$ cat config.mk
export PLATFORM = sky130hd
export DESIGN_NAME = serial_operand_tx
export DESIGN_NICKNAME = d
export VERILOG_FILES = /design/src/rtl/serial_operand_tx.sv
export SDC_FILE = /design/constraint.sdc
export NUM_CORES = 1
export LEC_CHECK = 0
export ABC_AREA = 1
export CAP_MARGIN = 20
export CORE_ASPECT_RATIO = 0.7
export CORE_MARGIN = 4
export CORE_UTILIZATION = 48
export DETAILED_ROUTE_END_ITERATION = 12
export PLACE_DENSITY_LB_ADDON = 0.08
export RECOVER_POWER = 50
export SETUP_SLACK_MARGIN = 0.3
export SLEW_MARGIN = 20
export SYNTH_ARGS = -nofsm -noshare
export SYNTH_HDL_FRONTEND = slang
export SYNTH_SLANG_ARGS = --single-unit
$ cat constraint.sdc
create_clock -name clk -period 1.3 [get_ports clk]
set_input_delay 0.13 -clock clk [delete_from_list [all_inputs] [get_ports clk]]
set_output_delay 0.13 -clock clk [all_outputs]
set_load 0.03 [all_outputs]
$ cat src/rtl/serial_operand_tx.sv
// serial_operand_tx: parallel-to-serial feeder for the bit-serial adder.
// Shifts a pair of WIDTH-bit operands out LSB first in lockstep, followed
// by PAD zero bits, with first/last frame markers on every frame.
module serial_operand_tx #(
   parameter int WIDTH = 8,
   parameter int PAD   = 1
) (
   input  logic             clk,
   input  logic             rst,
   input  logic             in_valid,
   output logic             in_ready,
   input  logic [WIDTH-1:0] a,
   input  logic [WIDTH-1:0] b,
   output logic             out1,
   output logic             out2,
   output logic             out_valid,
   output logic             out_first,
   output logic             out_last,
   output logic             busy
);

   localparam int L  = WIDTH + PAD;
   localparam int CW = (L > 1) ? $clog2(L) : 1;
   // Counter value on the cycle before the last bit; only meaningful when L >= 2.
   localparam logic [CW-1:0] PRE_LAST = CW'((L >= 2) ? (L - 2) : 0);

   typedef enum logic {IDLE, SHIFT} state_t;

   state_t        state;
   logic [CW-1:0] cnt;
   logic [L-1:0]  sh_a;
   logic [L-1:0]  sh_b;
   logic          accept;

   // Ready while idle, or on the final bit so the next frame follows with no bubble.
   assign in_ready = (state == IDLE) | ((state == SHIFT) & out_last);
   assign accept   = in_valid & in_ready;

   // The current frame bit is always bit 0 of each shift register.
   assign out1 = sh_a[0];
   assign out2 = sh_b[0];
   assign busy = out_valid;

   // Frame sequencer: load on accept, shift while mid-frame, drop to idle after the last bit.
   always_ff @(posedge clk) begin
      if (rst) begin
         state     <= IDLE;
         cnt       <= '0;
         sh_a      <= '0;
         sh_b      <= '0;
         out_valid <= 1'b0;
         out_first <= 1'b0;
         out_last  <= 1'b0;
      end else if (accept) begin
         // Zero-extension above the MSB supplies the PAD bits.
         state     <= SHIFT;
         cnt       <= '0;
         sh_a      <= L'(a);
         sh_b      <= L'(b);
         out_valid <= 1'b1;
         out_first <= 1'b1;
         out_last  <= (L == 1);
      end else if ((state == SHIFT) && !out_last) begin
         cnt       <= cnt + CW'(1);
         sh_a      <= sh_a >> 1;
         sh_b      <= sh_b >> 1;
         out_first <= 1'b0;
         out_last  <= (cnt == PRE_LAST);
      end else if (state == SHIFT) begin
         // Last bit shown with nothing queued behind it.
         state     <= IDLE;
         cnt       <= '0;
         sh_a      <= '0;
         sh_b      <= '0;
         out_valid <= 1'b0;
         out_first <= 1'b0;
         out_last  <= 1'b0;
      end
   end

endmodule

* Word-level counts from Yosys, hierarchy flattened
Index checks and enable logic that the tools add are counted.
Storage, ports and cells: flip-flop bits (word level) 24, latch bits 0, bits in writable memories 0, bits in read-only memories 0, input port bits 19, memories kept 0
Cells by class: add/subtract/negate cells 1, $mul 0, div/mod/pow operators 0, $lt $le $gt $ge 0, equal/unequal tests 2, shift operators 0, mux-type cells 15, bitwise operators 4, reductions and logical operators 7
Operators with widths (count):
- $mux 8 | 5
- $mux 1 | 8
- $mux 4 | 2
- $add 4x1->4 const B | 1
- $eq 4x3->1 const B | 1
- $reduce_bool 2->1 | 2
- $reduce_bool 3->1 | 1
- $and 1x1->1 | 2
- $ne 2x2->1 const B | 1
- $reduce_and 2->1 | 1
- $reduce_or 2->1 | 1
- $logic_and 1x1->1 | 1
- $logic_not 1->1 | 1
- $not 1->1 | 1
- $or 1x1->1 | 1

* Longest topological paths before layout
depth after elaboration 5, mapped depth 8, gate-level depth less buffers 7

* Least setup slack after synthesis
No wires, ideal clock.
kind register to register, start point register out_last, end point register sh_a[0], setup time 69 ps, arrival 1277 ps, path slack -46 ps, cell stages (with the launch flop) 8, clock period less this slack 1346 ps, path through dfxtp_1 -> inv_1 -> nand2_2 -> buf_4 -> nand3_1 -> nand2_1 -> inv_1 -> a21oi_2
Between the ends: cells in the longest elaborated chain, start to end 4, elaborated cells on any way between the ends 8, those cells by class 2 x mux; 3 x bitwise; 3 x reduce/logical
RTL lines:
- from (decl) | line 18 | output logic out_last,
- from (signal assigned) | line 62 | out_last <= (L == 1);
- from (signal assigned) | line 68 | out_last <= (cnt == PRE_LAST);
- $and 1x1->1 * | line 36 | assign in_ready = (state == IDLE) | ((state == SHIFT) & out_last);
- $or 1x1->1 * | line 36
- via in_ready | line 11 | output logic in_ready,
- $and 1x1->1 * | line 37 | assign accept = in_valid & in_ready;
- $reduce_bool 3->1 (no source line) / $mux 8 (equally long branches)
- to (signal assigned) | line 58 | sh_a <= L'(a);
- to (signal assigned) | line 65 | sh_a <= sh_a >> 1;
- to (decl) | line 31 | logic [L-1:0] sh_a;
Mark *: on every way through the listed nets, which the timed path passes. The rest lies on a longest branch. A chain may end at the register's enable or synchronous reset.

* Worst setup path after layout
start point register out_last, end point output port in_ready
Between the ends: cells in the longest elaborated chain, start to end 2
RTL lines (line):
- $and 1x1->1 | 36
- $or 1x1->1 | 36
- to (decl) | 11
No other way between the ends.

==> reports/qor.json <==
{
  "cells_after_dpl": 211,
  "arrival_ps": 1060,
  "p_leak_nw": 0.6968,
  "post_drt_wl_per_cell_microns": 12.09,
  "grtUsageMet3_pct": 6.250,
  "initial_core_util_pct": 51.20,
  "grt_pass1_vias": 1023,
  "core_area_sq_um": 2190,
  "cts.root.buffer_cell": "sky130_fd_sc_hd__clkbuf_4",
  "worst_setup_path_class": "flop to primary output",
  "timing.clock.skew_ps": 5.561,
  "syn_inst": 156,
  "groute.layer.met2.usage_pct": 30.45,
  "clkTransAtPathRegs_ps": 130,
  "route.vias.total": 1132,
  "fp.dieArea_sq_um": 3185,
  "synth-async-reset-ratio_pct": 0,
  "clock.fmax_mhz": 836.9,
  "remaining_antenna_violation_count": 0,
  "final_area_sq_um": 1678,
  "grtUsageMet1_pct": 22.43,
  "dieHeight_microns": 48.44,
  "final-hold-violation-count": 0,
  "antenna_cells": 0,
  "drt-initial-drc-count": 77,
  "cts_buffers": 3,
  "gpl.final_weighted_congestion": 0.7653,
  "grt_setup_unrepaired": "true",
  "stdcell_count": 227,
  "crit_path_max_fanout": 4,
  "worst-slew-pin-transition_ps": 369.9,
  "die_w_microns": 65.76,
  "ys_warn_count": 0,
  "synth.largest_area_cell": "sky130_fd_sc_hd__dfxtp_1",
  "yosys_most_used_dff": "sky130_fd_sc_hd__dfxtp_1",
  "grt_pass1_wl_microns": 4623,
  "grt_util_all_layers_pct": 18.33,
  "synth_top_cells_by_count": "39 x sky130_fd_sc_hd__nand2_1, 30 x sky130_fd_sc_hd__nand3_1, 24 x sky130_fd_sc_hd__dfxtp_1",
  "tritoncts": "done",
  "post-route-drc-count": 0,
  "power_density_over_cell_area_nw_per_um2": 947.9,
  "layout-area-overhead-vs-synth_pct": 49.67,
  "timing.final.crit_share_pct": 91.91,
  "portBuffers": 25,
  "synthDominantCellAreaShare_pct": 42.86,
  "crit_required_ps": 1170,
  "final_core_utilization_pct": 76.63,
  "dpl_cell_area_sq_um": 1439,
  "worst_slew_margin_rel_pct": 75.44,
  "drive_gt1_share_pct": 28.21,
  "dp.final_hpwl_microns": 1712,
  "clkSinkCount": 24,
  "final.setup.tns_ps": 0,
  "cts.path.max_buffers": 2,
  "final.fill_count": 154,
  "source_to_sink_clock_delay_at_the_later_pin_of_the_worst_skew_pair_ps": 320,
  "synth.ff_latch_count": 24,
  "max-vdd-ir-drop_mv": 0.7093,
  "num_rows": 14,
  "timing.final.max_slew_violations": 0,
  "outcome": "finished clean",
  "pre_cts_ws_ps": 66.47,
  "cts.hold.buffers_added": 0,
  "synth.avg_cell_area_sq_um": 7.186,
  "layout_setup_ws_ps": 105.1,
  "synthMostInstantiatedCell": "sky130_fd_sc_hd__nand2_1",
  "netlist-cell-type-count": 19,
  "pin_count_of_the_biggest_net_entering_global_routing": 20,
  "synth-edff-count": 0,
  "maxCapViolations": 0,
  "area_of_the_mapped_netlist_sq_um": 1121,
  "cts.htree.levels": 1,
  "hp-class": "input port to flop",
  "seq_area_frac_synth_pct": 42.86,
  "via_density": 4.987,
  "nNetsFinal": 216,
  "global_route.peak_usage_layer": "met2",
  "timing.final.setup_violations": 0,
  "synth.area.top_cells": "sky130_fd_sc_hd__dfxtp_1 43%, sky130_fd_sc_hd__nand3_1 13%, sky130_fd_sc_hd__nand2_1 13%",
  "period_minus_slack_ps": 1195,
  "globalRoute.totalOverflow": 0,
  "antenna_found_initial": 0,
  "drt-total-wl_microns": 2744,
  "drt-pass1-iter-count": 4,
  "top_level_ports": 26,
  "start_kind": "flop",
  "cp-end-kind": "primary output",
  "synth.net_count": 176
}
## per-stage QoR
step	hold WS [ps]	power (W)
floorplan	277.0	0.001021
global placement	457.4	0.001146
detailed placement	460.4	0.001152
CTS	356.8	0.001539
global route	342.3	0.001672
finish	362.3	0.001590
## power breakdown
part / total [W] / switching, W / leakage [nW] / internal, W
combinational: 0.000433 / 0.000214 / 0.483 / 0.000219
clock: 0.000347 / 0.000227 / 0.0150 / 0.000120
sequential: 0.000811 / 0.0000320 / 0.199 / 0.000779
## cell families after synthesis
logic type | synth area share, %
compound gates | 11.61
xor+xnor | 1.563
fa+ha+maj | 1.116
buf+inv | 12.05
flops | 42.86
simple gates | 30.80
## flip-flops by register name, summed over array words and instances (netlist names)
name       count
sh_a           8
sh_b           8
cnt            4
busy           1
out_first      1
out_last       1
state          1
## final timing paths
kind | from | to | slack [ps] | depth (start not counted)
setup / recovery | out_last$_SDFFE_PP0P_ | in_ready | 110 | 4
hold / removal | a[7] | sh_a[7]$_SDFFE_PP0P_ | 360 | 3
setup reg to reg | out_last$_SDFFE_PP0P_ | sh_a[2]$_SDFFE_PP0P_ | 140 | 7
hold reg to reg | sh_b[3]$_SDFFE_PP0P_ | sh_b[3]$_SDFFE_PP0P_ | 480 | 2
## layout by cell type (no fill, tap or decap)
cell type / Yosys / routed
sky130_fd_sc_hd__a21oi_1: 15 / 10
sky130_fd_sc_hd__a21oi_2: 5 / 10
sky130_fd_sc_hd__a31oi_1: 1 / 1
sky130_fd_sc_hd__buf_12: 0 / 3
sky130_fd_sc_hd__buf_4: 2 / 10
sky130_fd_sc_hd__buf_6: 2 / 9
sky130_fd_sc_hd__clkbuf_1: 0 / 3
sky130_fd_sc_hd__clkbuf_16: 0 / 1
sky130_fd_sc_hd__clkbuf_2: 0 / 1
sky130_fd_sc_hd__clkbuf_4: 0 / 3
sky130_fd_sc_hd__clkdlybuf4s50_1: 0 / 18
sky130_fd_sc_hd__dfxtp_1: 24 / 21
sky130_fd_sc_hd__dfxtp_2: 0 / 1
sky130_fd_sc_hd__dfxtp_4: 0 / 2
sky130_fd_sc_hd__ha_1: 1 / 1
sky130_fd_sc_hd__inv_1: 18 / 17
sky130_fd_sc_hd__inv_2: 2 / 2
sky130_fd_sc_hd__inv_6: 0 / 1
sky130_fd_sc_hd__nand2_1: 39 / 39
sky130_fd_sc_hd__nand2_4: 0 / 1
sky130_fd_sc_hd__nand2_8: 0 / 1
sky130_fd_sc_hd__nand3_1: 30 / 22
sky130_fd_sc_hd__nand3_2: 0 / 8
sky130_fd_sc_hd__nor2_1: 5 / 5
sky130_fd_sc_hd__nor2_4: 1 / 2
sky130_fd_sc_hd__o21ai_0: 1 / 1
sky130_fd_sc_hd__xor2_1: 2 / 2
## area by class of cell
type / instances / area (sq um) / area share [%]
Inverter: 20 / 80.08 / 4.773
Tap cell: 32 / 40.04 / 2.386
Multi-Input combinational cell: 103 / 588.1 / 35.05
Sequential cell: 24 / 489.2 / 29.16
Clock buffer: 4 / 26.28 / 1.566
Timing Repair Buffer: 44 / 454.2 / 27.07
## layer usage
layer,routed length (microns),share of wire [%]
met5,0,0
met4,44,1.6
met3,184,6.7
met2,1281,47
met1,1233,45
## worst max-delay path, cell delays in order, from the launching register on
cell and delay, ps:
sky130_fd_sc_hd__dfxtp_4 380, sky130_fd_sc_hd__inv_2 60, sky130_fd_sc_hd__nand2_4 60, sky130_fd_sc_hd__buf_6 120, sky130_fd_sc_hd__buf_6 130
## repair_timing
item	CTS	global route
endpoints found under the setup margin	29	31
cloned	0	1
gates resized for setup	40	32
setup buffers	9	2
pin swaps	1	14
Note: power is estimated with default switching activity, not from simulation.
